--- config.mk ---
export PLATFORM = sky130hd
export DESIGN_NAME = modbus_req_ctrl
export DESIGN_NICKNAME = d
export VERILOG_FILES = /design/src/rtl/modbus_pkg.sv /design/src/rtl/modbus_rsp_buf.sv /design/src/rtl/modbus_req_ctrl.sv
export SDC_FILE = /design/constraint.sdc
export NUM_CORES = 1
export LEC_CHECK = 0
export BUFFER_PORTS_ARGS = -buffer_cell sky130_fd_sc_hd__clkbuf_2
export CORE_AREA = 4 4 207 249
export DETAILED_ROUTE_END_ITERATION = 12
export DIE_AREA = 0 0 211 253
export PLACE_DENSITY = 0.61
export SYNTH_ARGS = -nofsm -noshare
export SYNTH_HDL_FRONTEND = slang
export SYNTH_SLANG_ARGS = --single-unit
--- constraint.sdc ---
create_clock -name clk_in -period 6 [get_ports clk_in]
set_clock_uncertainty 0.15 [all_clocks]
set_input_delay 1.2 -clock clk_in [delete_from_list [all_inputs] [get_ports clk_in]]
set_output_delay 1.2 -clock clk_in [all_outputs]
set_load 0.01 [all_outputs]
--- src/rtl/modbus_pkg.sv ---
// Shared Modbus RTU constants and the request sequencer state encoding.
// Pure declarations: no latency, no flow control.
package modbus_pkg;

  localparam logic [7:0] FC_READ_HOLD    = 8'h03;
  localparam logic [7:0] FC_WRITE_SINGLE = 8'h06;

  localparam logic [7:0] EXC_ILL_FUNC = 8'h01;
  localparam logic [7:0] EXC_ILL_ADDR = 8'h02;
  localparam logic [7:0] EXC_ILL_VAL  = 8'h03;
  localparam logic [7:0] EXC_DEV_FAIL = 8'h04;

  typedef enum logic [2:0] {
    ST_IDLE,
    ST_CHECK,
    ST_REG_ACC,
    ST_TX_RSP,
    ST_TX_EXC
  } state_t;

endpackage

--- src/rtl/modbus_rsp_buf.sv ---
// Read-data buffer: words written in order, read back as bytes, hi byte first.
// Read byte is combinational from the read pointer; clr rewinds both pointers.
module modbus_rsp_buf
  import modbus_pkg::*;
#(
  parameter int MAX_QTY = 8
) (
  input  logic        clk_in,
  input  logic        rst_n_in,
  input  logic        clr,
  input  logic        wr_en,
  input  logic [15:0] wr_data,
  input  logic        rd_adv,
  output logic [7:0]  rd_byte
);

  localparam int PW = $clog2(MAX_QTY + 1);

  logic [15:0]   mem [0:(1 << PW) - 1];
  logic [PW-1:0] wr_ptr;
  logic [PW:0]   rd_ptr;
  logic [15:0]   rd_word;

  always_ff @(posedge clk_in or negedge rst_n_in) begin
    if (!rst_n_in) begin
      wr_ptr <= '0;
      rd_ptr <= '0;
    end else if (clr) begin
      wr_ptr <= '0;
      rd_ptr <= '0;
    end else begin
      if (wr_en) wr_ptr <= wr_ptr + 1'b1;
      if (rd_adv) rd_ptr <= rd_ptr + 1'b1;
    end
  end

  // Storage carries no reset; contents are only read after being written.
  always_ff @(posedge clk_in) begin
    if (wr_en) mem[wr_ptr] <= wr_data;
  end

  assign rd_word = mem[rd_ptr[PW:1]];
  assign rd_byte = rd_ptr[0] ? rd_word[7:0] : rd_word[15:8];

endmodule

--- src/rtl/modbus_req_ctrl.sv ---
// Modbus RTU request sequencer (0x03/0x06): check, register access, response bytes; reg_req at N+2 after rx_message_done.
// tx bytes held while tx_rdy low; exception payloads only with MODBUS_EXCEPTION_EN defined.
module modbus_req_ctrl
  import modbus_pkg::*;
#(
  parameter logic [15:0] REG_BASE    = 16'h0000,
  parameter int          REG_NUM     = 16,
  parameter int          MAX_QTY     = 8,
  parameter int          ACK_TIMEOUT = 255
) (
  input  logic        clk_in,
  input  logic        rst_n_in,
  input  logic [7:0]  dev_addr,
  input  logic        rx_message_done,
  input  logic [7:0]  func_code,
  input  logic [15:0] addr,
  input  logic [15:0] data,
  output logic        req_busy,
  output logic        req_drop,
  output logic        reg_req,
  output logic        reg_we,
  output logic [15:0] reg_addr,
  output logic [15:0] reg_wdata,
  input  logic [15:0] reg_rdata,
  input  logic        reg_ack,
  output logic [7:0]  tx_data,
  output logic        tx_vld,
  input  logic        tx_rdy,
  output logic        tx_last,
  output logic [7:0]  exc_code
);

  state_t      state, state_nxt;
  logic [7:0]  func_q, func_nxt;
  logic [15:0] addr_q, addr_nxt, data_q, data_nxt;
  logic [15:0] acc_q, acc_nxt, cnt_q, cnt_nxt;
  logic [7:0]  idx_q, idx_nxt, nidx, last_idx, rsp_byte, chk_exc;
  logic        req_drop_nxt, reg_req_nxt, reg_we_nxt, tx_vld_nxt, tx_last_nxt;
  logic [15:0] reg_addr_nxt, reg_wdata_nxt;
  logic [7:0]  tx_data_nxt, exc_nxt;
  logic        buf_clr, buf_wr, buf_adv, raise_exc, is_write;
  logic [7:0]  buf_byte;
  logic [16:0] off17, end17;

  modbus_rsp_buf #(.MAX_QTY(MAX_QTY)) u_buf (
    .clk_in  (clk_in),
    .rst_n_in(rst_n_in),
    .clr     (buf_clr),
    .wr_en   (buf_wr),
    .wr_data (reg_rdata),
    .rd_adv  (buf_adv),
    .rd_byte (buf_byte)
  );

  assign req_busy = (state != ST_IDLE);
  assign is_write = (func_q == FC_WRITE_SINGLE);
  assign nidx     = idx_q + 8'd1;

  // 17-bit range arithmetic so addr+qty cannot wrap past 0xFFFF.
  always_comb begin
    off17   = {1'b0, addr_q} - {1'b0, REG_BASE};
    end17   = off17 + {1'b0, data_q};
    chk_exc = 8'h00;
    if (func_q != FC_READ_HOLD && func_q != FC_WRITE_SINGLE)
      chk_exc = EXC_ILL_FUNC;
    else if (func_q == FC_READ_HOLD) begin
      if (data_q == 16'h0 || data_q > 16'(MAX_QTY))
        chk_exc = EXC_ILL_VAL;
      else if (addr_q < REG_BASE || end17 > 17'(REG_NUM))
        chk_exc = EXC_ILL_ADDR;
    end else if (addr_q < REG_BASE || off17 >= 17'(REG_NUM))
      chk_exc = EXC_ILL_ADDR;
  end

  // Byte that follows the one currently on tx_data.
  always_comb begin
    rsp_byte = 8'h00;
    last_idx = 8'd5;
    if (state == ST_TX_EXC) begin
      last_idx = 8'd2;
      rsp_byte = (nidx == 8'd1) ? (func_q | 8'h80) : exc_code;
    end else if (is_write) begin
      case (nidx)
        8'd1:    rsp_byte = FC_WRITE_SINGLE;
        8'd2:    rsp_byte = addr_q[15:8];
        8'd3:    rsp_byte = addr_q[7:0];
        8'd4:    rsp_byte = data_q[15:8];
        default: rsp_byte = data_q[7:0];
      endcase
    end else begin
      last_idx = {data_q[6:0], 1'b0} + 8'd2;
      case (nidx)
        8'd1:    rsp_byte = FC_READ_HOLD;
        8'd2:    rsp_byte = {data_q[6:0], 1'b0};
        default: rsp_byte = buf_byte;
      endcase
    end
  end

  always_comb begin
    state_nxt     = state;
    func_nxt      = func_q;
    addr_nxt      = addr_q;
    data_nxt      = data_q;
    acc_nxt       = acc_q;
    cnt_nxt       = cnt_q;
    idx_nxt       = idx_q;
    reg_req_nxt   = reg_req;
    reg_we_nxt    = reg_we;
    reg_addr_nxt  = reg_addr;
    reg_wdata_nxt = reg_wdata;
    tx_data_nxt   = tx_data;
    tx_vld_nxt    = tx_vld;
    tx_last_nxt   = tx_last;
    exc_nxt       = exc_code;
    req_drop_nxt  = rx_message_done && (state != ST_IDLE);
    buf_clr       = 1'b0;
    buf_wr        = 1'b0;
    buf_adv       = 1'b0;
    raise_exc     = 1'b0;

    case (state)
      ST_IDLE: begin
        if (rx_message_done) begin
          func_nxt  = func_code;
          addr_nxt  = addr;
          data_nxt  = data;
          exc_nxt   = 8'h00;
          buf_clr   = 1'b1;
          state_nxt = ST_CHECK;
        end
      end
      ST_CHECK: begin
        if (chk_exc != 8'h00) begin
          exc_nxt   = chk_exc;
          raise_exc = 1'b1;
        end else begin
          state_nxt     = ST_REG_ACC;
          reg_req_nxt   = 1'b1;
          reg_we_nxt    = is_write;
          reg_addr_nxt  = addr_q;
          reg_wdata_nxt = is_write ? data_q : 16'h0000;
          acc_nxt       = 16'h0000;
          cnt_nxt       = 16'h0000;
        end
      end
      ST_REG_ACC: begin
        if (reg_req) begin
          if (reg_ack) begin
            reg_req_nxt = 1'b0;
            acc_nxt     = acc_q + 16'd1;
            buf_wr      = !reg_we;
            if (reg_we || (acc_q + 16'd1 == data_q)) begin
              state_nxt   = ST_TX_RSP;
              tx_vld_nxt  = 1'b1;
              tx_data_nxt = dev_addr;
              tx_last_nxt = 1'b0;
              idx_nxt     = 8'd0;
            end
          end else if (cnt_q + 16'd1 >= 16'(ACK_TIMEOUT)) begin
            reg_req_nxt = 1'b0;
            exc_nxt     = EXC_DEV_FAIL;
            raise_exc   = 1'b1;
          end else begin
            cnt_nxt = cnt_q + 16'd1;
          end
        end else begin
          reg_req_nxt  = 1'b1;
          reg_addr_nxt = addr_q + acc_q;
          cnt_nxt      = 16'h0000;
        end
      end
      ST_TX_RSP, ST_TX_EXC: begin
        if (tx_vld && tx_rdy) begin
          if (tx_last) begin
            tx_vld_nxt  = 1'b0;
            tx_last_nxt = 1'b0;
            state_nxt   = ST_IDLE;
          end else begin
            idx_nxt     = nidx;
            tx_data_nxt = rsp_byte;
            tx_last_nxt = (nidx == last_idx);
            buf_adv     = (state == ST_TX_RSP) && !is_write && (nidx >= 8'd3);
          end
        end
      end
      default: state_nxt = ST_IDLE;
    endcase

    if (raise_exc) begin
`ifdef MODBUS_EXCEPTION_EN
      state_nxt   = ST_TX_EXC;
      tx_vld_nxt  = 1'b1;
      tx_data_nxt = dev_addr;
      tx_last_nxt = 1'b0;
      idx_nxt     = 8'd0;
`else
      state_nxt   = ST_IDLE;
`endif
    end
  end

  always_ff @(posedge clk_in or negedge rst_n_in) begin
    if (!rst_n_in) begin
      state     <= ST_IDLE;
      func_q    <= 8'h00;
      addr_q    <= 16'h0000;
      data_q    <= 16'h0000;
      acc_q     <= 16'h0000;
      cnt_q     <= 16'h0000;
      idx_q     <= 8'h00;
      req_drop  <= 1'b0;
      reg_req   <= 1'b0;
      reg_we    <= 1'b0;
      reg_addr  <= 16'h0000;
      reg_wdata <= 16'h0000;
      tx_data   <= 8'h00;
      tx_vld    <= 1'b0;
      tx_last   <= 1'b0;
      exc_code  <= 8'h00;
    end else begin
      state     <= state_nxt;
      func_q    <= func_nxt;
      addr_q    <= addr_nxt;
      data_q    <= data_nxt;
      acc_q     <= acc_nxt;
      cnt_q     <= cnt_nxt;
      idx_q     <= idx_nxt;
      req_drop  <= req_drop_nxt;
      reg_req   <= reg_req_nxt;
      reg_we    <= reg_we_nxt;
      reg_addr  <= reg_addr_nxt;
      reg_wdata <= reg_wdata_nxt;
      tx_data   <= tx_data_nxt;
      tx_vld    <= tx_vld_nxt;
      tx_last   <= tx_last_nxt;
      exc_code  <= exc_nxt;
    end
  end

endmodule

==> impl_metrics.json, run 1 <==
{
  "synth_area_sq_um": 19520,
  "synth_top_area_frac": 0.3938,
  "timing.final.crit_period_ns": 4.454,
  "rows": 89,
  "area_growth_pct": 14.03,
  "drtPass1Iterations": 8,
  "grt_max_degree": 100,
  "num_vias": 13219,
  "p_clk_frac": 0.278,
  "maxCapViolations": 0,
  "whs_path_depth": 2,
  "synthAdderAreaFrac": 0.03410,
  "arrival_ns": 4.76,
  "grt_overflow": 0,
  "critPathCaptureType": "register",
  "p_leak_nw": 8.168,
  "setup_ws_ns": 1.546,
  "synth-edff-count": 256,
  "seqCellArea_sq_um": 11170,
  "tightest_slew_ns": 1.113,
  "io_pins": 123,
  "async_reset_ff_frac": 0.3519,
  "synthCells": 1479,
  "comb_power_share": 0.329,
  "hp-class": "register to register",
  "cts_tree": "yes",
  "seq_area_frac_synth": 0.5720,
  "setup.worst_path.class": "register to register",
  "place_hpwl_um": 36010,
  "grt_pass1_vias": 13254,
  "grt_setup_unrepaired": "no",
  "cts_sinks": 395,
  "start_kind": "register",
  "internal_power_mw": 5.969,
  "start_util": 0.3975,
  "gp_congestion": 0.9122,
  "die_area_sq_um": 53380,
  "clock.fmax_mhz": 224.5,
  "yosysWarnings": 0,
  "drtAntennaViolNets": 0,
  "multiInputGateArea_sq_um": 7804,
  "ir_drop_uv": 292.8,
  "yosys.area_share.simple": 0.1014,
  "p_total_mw": 9.471,
  "cts.clk_slew.worst_paths_ns": 0.06,
  "cts_root_buf": "clkbuf_16",
  "drive_gt1_frac": 0.2349,
  "drt_wl_total_um": 53640,
  "worstReg2RegStart": "data_q[0]",
  "synthMuxAreaShare": 0.1312,
  "antennaDiodeCount": 0,
  "synth_top_family_by_area": "multiplexers",
  "wl_per_cell_um": 23.74,
  "clock_path_buffers": 3,
  "setup_tns_ns": 0,
  "dp_slack_ns": 1.633,
  "switching_power_mw": 3.502,
  "die_w_um": 211,
  "fin_nets": 1709,
  "cts_resized": 0,
  "clock_latency_ns": 0.58,
  "cts_hold_buf": 0,
  "post_cts.repair.setup_buffers": 0,
  "min_from": "tx_data[3]",
  "pwr-share-seq": 0.393,
  "drc": 0,
  "reg2reg_slack_ns": 1.55,
  "max-slew-margin-rel": 0.2522,
  "synth_compound_area_frac": 0.1053,
  "grt_pass1_wl_um": 82870,
  "timing.rr.end": "reg_addr[10]",
  "chipHeight_um": 253,
  "ys_ff_latch": 395,
  "via_per_inst": 5.852,
  "numCtsBuffers": 42,
  "fill_cells": 4340,
  "avgSynthCellArea_sq_um": 13.20,
  "yosys.area.top_type": "edfxtp_1",
  "port_buffers": 117,
  "power.density_nw_per_um2": 425.5,
  "whs_endpoint": "tx_data[3]",
  "crit_fanout": 15,
  "yosysUniqueCellTypes": 87,
  "cp.required_ns": 6.31,
  "grt_usage": 0.2010,
  "synth_area_leaders": "edfxtp_1 39%, dfrtp_1 18%, mux4_2 9.2%",
  "power.share.switching": 0.3697,
  "finalHoldViolations": 0,
  "reg2reg_depth": 13,
  "drv_slew": 0,
  "finalCritPeriodShare": 0.7424,
  "status": "completed",
  "synth_ff_type": "edfxtp_1",
  "h-tree-depth": 2,
  "drt_iter0_drc": 1006,
  "fp.coreArea_sq_um": 49110,
  "setup_violations": 0,
  "antenna_found_initial": 1,
  "synthXorXnorAreaFrac": 0.02378
}
-- flip-flops by register name, summed over array words and instances, names as in the netlist, 2 cells and up --
name / count
acc_q: 16
addr_q: 16
cnt_q: 16
data_q: 16
exc_code: 3
func_q: 8
idx_q: 8
reg_addr: 16
reg_wdata: 16
state: 2
tx_data: 8
u_buf.mem: 256
u_buf.rd_ptr: 5
u_buf.wr_ptr: 4
-- worst max path at each step --
| stage | to | slack, ns | cells past startpoint | from |
|---|---|---|---|---|
| after floorplan | u_buf.mem[0][0] | 2.09 | 4 | reg_ack |
| after global placement | reg_addr[9] | 1.66 | 13 | data_q[0] |
| after detailed placement | reg_addr[5] | 1.63 | 13 | data_q[0] |
| after CTS | reg_addr[10] | 1.58 | 13 | data_q[0] |
| after global routing | acc_q[5] | 1.26 | 12 | data_q[0] |
| final | reg_addr[10] | 1.55 | 13 | data_q[0] |
-- through the flow --
step	cell area, sq um	std cells	util	hold slack [ns]
floorplan	19540	1483	-	0.3177
CTS	22260	2259	0.4533	0.3406
global route	22260	2259	0.4533	0.3749
detailed placement	20840	2181	0.4244	0.3245
global placement	20840	2181	0.4244	0.3121
finish	22260	2259	0.4533	0.3366
-- power groups by stage --
stage	Clock, mW	Sequential, mW	Combinational, mW
after floorplan	0	3.50	2.24
after global placement	0	3.77	3.08
after detailed placement	0	3.77	3.07
after CTS	2.70	3.72	3.09
after global routing	2.82	3.75	3.45
final	2.63	3.72	3.11
-- critical path: stages (launching register included) --
cell and delay [ns]:
dfrtp_1 0.50, ha_1 0.27, fa_1 0.41, a211oi_2 0.52
o211ai_1 0.28, a41o_1 0.30, xnor2_1 0.24, o21ai_0 0.20
nand4bb_1 0.22, buf_4 0.19, and3_1 0.32, nor2_2 0.14
buf_4 0.22, mux2_2 0.36
-- kinds of logic after synthesis --
family	Yosys count
compound gates	308
flops	395
mux	149
fa+ha+maj	52
buf+inv	152
simple gates	369
xor+xnor	53
other cells	1
-- area by class of cell --
class / instances / area share
Timing Repair Buffer: 149 / 0.03738
Tap cell: 637 / 0.03581
Sequential cell: 395 / 0.5019
Inverter: 64 / 0.01079
Clock inverter: 15 / 0.009219
Multi-Input combinational cell: 936 / 0.3506
Clock buffer: 63 / 0.05436
-- cell usage in the layout (no fill, tap or decap), drive strengths merged, types with 12 or more instances in the layout --
cell	Yosys	final
a221oi	15	15
nor4	29	29
mux2	55	55
and3	14	14
dfrtp	139	139
nand4	29	29
xor2	18	18
xnor2	35	35
ha	50	50
clkbuf	52	179
o21ai	83	83
and2	21	21
a21oi	67	67
nand3	37	37
mux4	80	80
mux2i	14	14
nor3	34	34
o211ai	13	13
or3	12	12
a21o	20	20
inv	63	66
nand2	79	79
edfxtp	256	256
nor2	61	61
buf	36	33
-- Yosys cell counts, types with 33 or more instances --
cell,instances
inv_1,63
mux4_2,80
edfxtp_1,256
clkbuf_1,52
o21ai_0,82
nand3_1,36
nor3_1,33
nand2_1,79
mux2_2,55
nor2_1,60
dfrtp_1,139
a21oi_1,67
xnor2_1,35
ha_1,50
-- layer usage --
layer / vias up / global-route usage / part of all wire
met5: - / 0 / 0.00024
met4: 2 / 0.06448 / 0.028
met3: 87 / 0.02800 / 0.051
met2: 397 / 0.3411 / 0.50
met1: 6761 / 0.2685 / 0.42
li1: 5972 / - / -
(Power assumes the default switching activity.)
==> run 2, diff against run 1 <==
clock period = 4.7 ns   (was 6 ns; I/O delays follow)
==> run 2 against run 1 <==
Against the previous run:
- first-iteration DRC count rose by 2.5%
- die area is the same
- largest cell class unchanged
- global-route usage grew 0.25 points
- critical endpoint is now reg_addr[9]
- routed wire length rose by 1.6%
- hold slack worse by 0.10 ns
- non-clock buffer count up 37
- via count grew 0.98%
- critical path type unchanged
- flip-flop and latch count did not move
==> impl_metrics.json, run 2 (same netlist as run 1, synthesis figures left out) <==
{
  "comb_power_share": 0.363,
  "cp_num_buf_inv": 0,
  "finalHoldViolations": 0,
  "p_clk_frac": 0.269,
  "io_pins": 123,
  "cp.required_ns": 4.98,
  "cts_resized": 0,
  "cts_tree": "yes",
  "slowest_delay_ns": 0.51,
  "drt_iter0_drc": 1031,
  "timing.rr.end": "reg_addr[9]",
  "max-slew-margin-rel": 0.3116,
  "drc": 0,
  "drv_slew": 0,
  "grt_usage": 0.2035,
  "num_vias": 13349,
  "cts.clk_slew.worst_paths_ns": 0.06,
  "ir_drop_uv": 336.7,
  "hp-class": "input port to asynchronous set/reset pin",
  "p_total_mw": 12.24,
  "crit_fanout": 9,
  "timing.final.crit_period_ns": 4.046,
  "die_area_sq_um": 53380,
  "top_register": "u_buf.mem",
  "dp_slack_ns": 0.6849,
  "place_hpwl_um": 37700,
  "clock_path_buffers": 3,
  "setup_tns_ns": 0,
  "layout_commonest_cell": "edfxtp_1",
  "finalCritPeriodShare": 0.8609,
  "pwr-share-seq": 0.369,
  "cp-startpoint": "data_q[0]",
  "grt_pass1_vias": 13435,
  "timing.hold.ws_ns": 0.2335,
  "switching_power_mw": 4.510,
  "rows": 89,
  "maxCapViolations": 0,
  "chipHeight_um": 253,
  "die_w_um": 211,
  "cp_slowest_cell": "dfrtp_1",
  "status": "completed",
  "setup_violations": 0,
  "power.density_nw_per_um2": 543.1,
  "p_leak_nw": 8.347,
  "finish.utilization": 0.4591,
  "critPathCaptureType": "register",
  "setup_ws_ns": 0.6537,
  "cp_cell_sequence": "ha_1, fa_1, a211oi_2, o211ai_1, a221oi_1, o22ai_1, and4b_1, nand4bb_1, and3_1, nor2_2, mux2_2",
  "power.share.switching": 0.3683,
  "cts_sinks": 395,
  "post_cts.repair.setup_buffers": 0,
  "port_buffers": 117,
  "area_growth_pct": 15.51,
  "clock_latency_ns": 0.58,
  "setup.worst_path.class": "register to register",
  "gp_congestion": 0.9233,
  "fp.coreArea_sq_um": 49110,
  "via_per_inst": 5.824,
  "drive_gt1_frac": 0.2514,
  "drt_wl_total_um": 54510,
  "reg2reg_depth": 11,
  "arrival_ns": 4.33,
  "internal_power_mw": 7.735,
  "cts_hold_buf": 0,
  "h-tree-depth": 2,
  "grt_max_degree": 77,
  "clock.fmax_mhz": 247.1,
  "worstReg2RegStart": "data_q[0]",
  "drtPass1Iterations": 6,
  "start_util": 0.3975,
  "start_kind": "register",
  "tightest_slew_ns": 1.033,
  "antennaDiodeCount": 0,
  "grt_pass1_wl_um": 83430,
  "numCtsBuffers": 41,
  "crit_family": "simple AND/OR/NAND/NOR gates",
  "wl_per_cell_um": 23.78,
  "final_cell_mix": "256 x edfxtp_1, 137 x dfrtp_1, 116 x clkbuf_2",
  "grt_setup_unrepaired": "no",
  "drtAntennaViolNets": 0,
  "antenna_found_initial": 1,
  "fin_nets": 1745,
  "reg2reg_slack_ns": 0.65,
  "cts_root_buf": "clkbuf_16",
  "largest_reg_flops": 256,
  "grt_overflow": 0
}
run 2: cell count changes in the layout (fill, tap and decap cells not counted), sizes merged:
cell	change
buf	+37
clkbuf	-4
clkinv	+5
clkinvlp	-2
inv	-3
run 2: worst max path at each step:
stage | end | slack [ns] | cells past startpoint
2_1_floorplan | u_buf.mem[0][0] | 1.05 | 4
3_3_place_gp | reg_addr[8] | 0.83 | 10
3_5_place_dp | reg_addr[9] | 0.68 | 11
4_1_cts | reg_addr[10] | 0.67 | 11
5_1_grt | reg_addr[9] | 0.44 | 11
6_report | reg_addr[9] | 0.65 | 11
run 2: worst register-to-register path, delay by kind of cell, from the launching register on:
kind            cells  cell delay (ns)
mux                 1             0.39
flops               1             0.51
fa+ha+maj           2             0.72
compound gates      4             0.98
simple gates        4             1.18
run 2: area by class of cell:
class / instances / area, sq um
Sequential cell: 395 / 11170
Inverter: 64 / 240.2
Tap cell: 637 / 797.0
Clock buffer: 59 / 1165
Clock inverter: 15 / 211.5
Fill cell: 4384 / 26560
Timing Repair Buffer: 186 / 1160
Multi-Input combinational cell: 936 / 7804
run 2: power groups by stage:
stage	Sequential [mW]	Clock (mW)	Combinational, mW
after global routing	4.56	3.51	4.82
after floorplan	4.46	0	2.86
final	4.51	3.29	4.44
after detailed placement	4.57	0	4.38
after global placement	4.56	0	4.35
after CTS	4.51	3.37	4.40
run 2: metrics by stage:
step	instance area [sq um]	cells
4_1_cts	22550	2292
2_1_floorplan	19540	1483
3_3_place_gp	21170	2218
6_report	22550	2292
3_5_place_dp	21170	2218
5_1_grt	22550	2292
run 2: routing by layer:
layer	share of wire	up-vias	GRT usage
li1	-	6012	-
met1	0.41	6735	0.2706
met2	0.49	480	0.3379
met3	0.065	120	0.03606
met4	0.037	2	0.07152
met5	0.00024	-	0
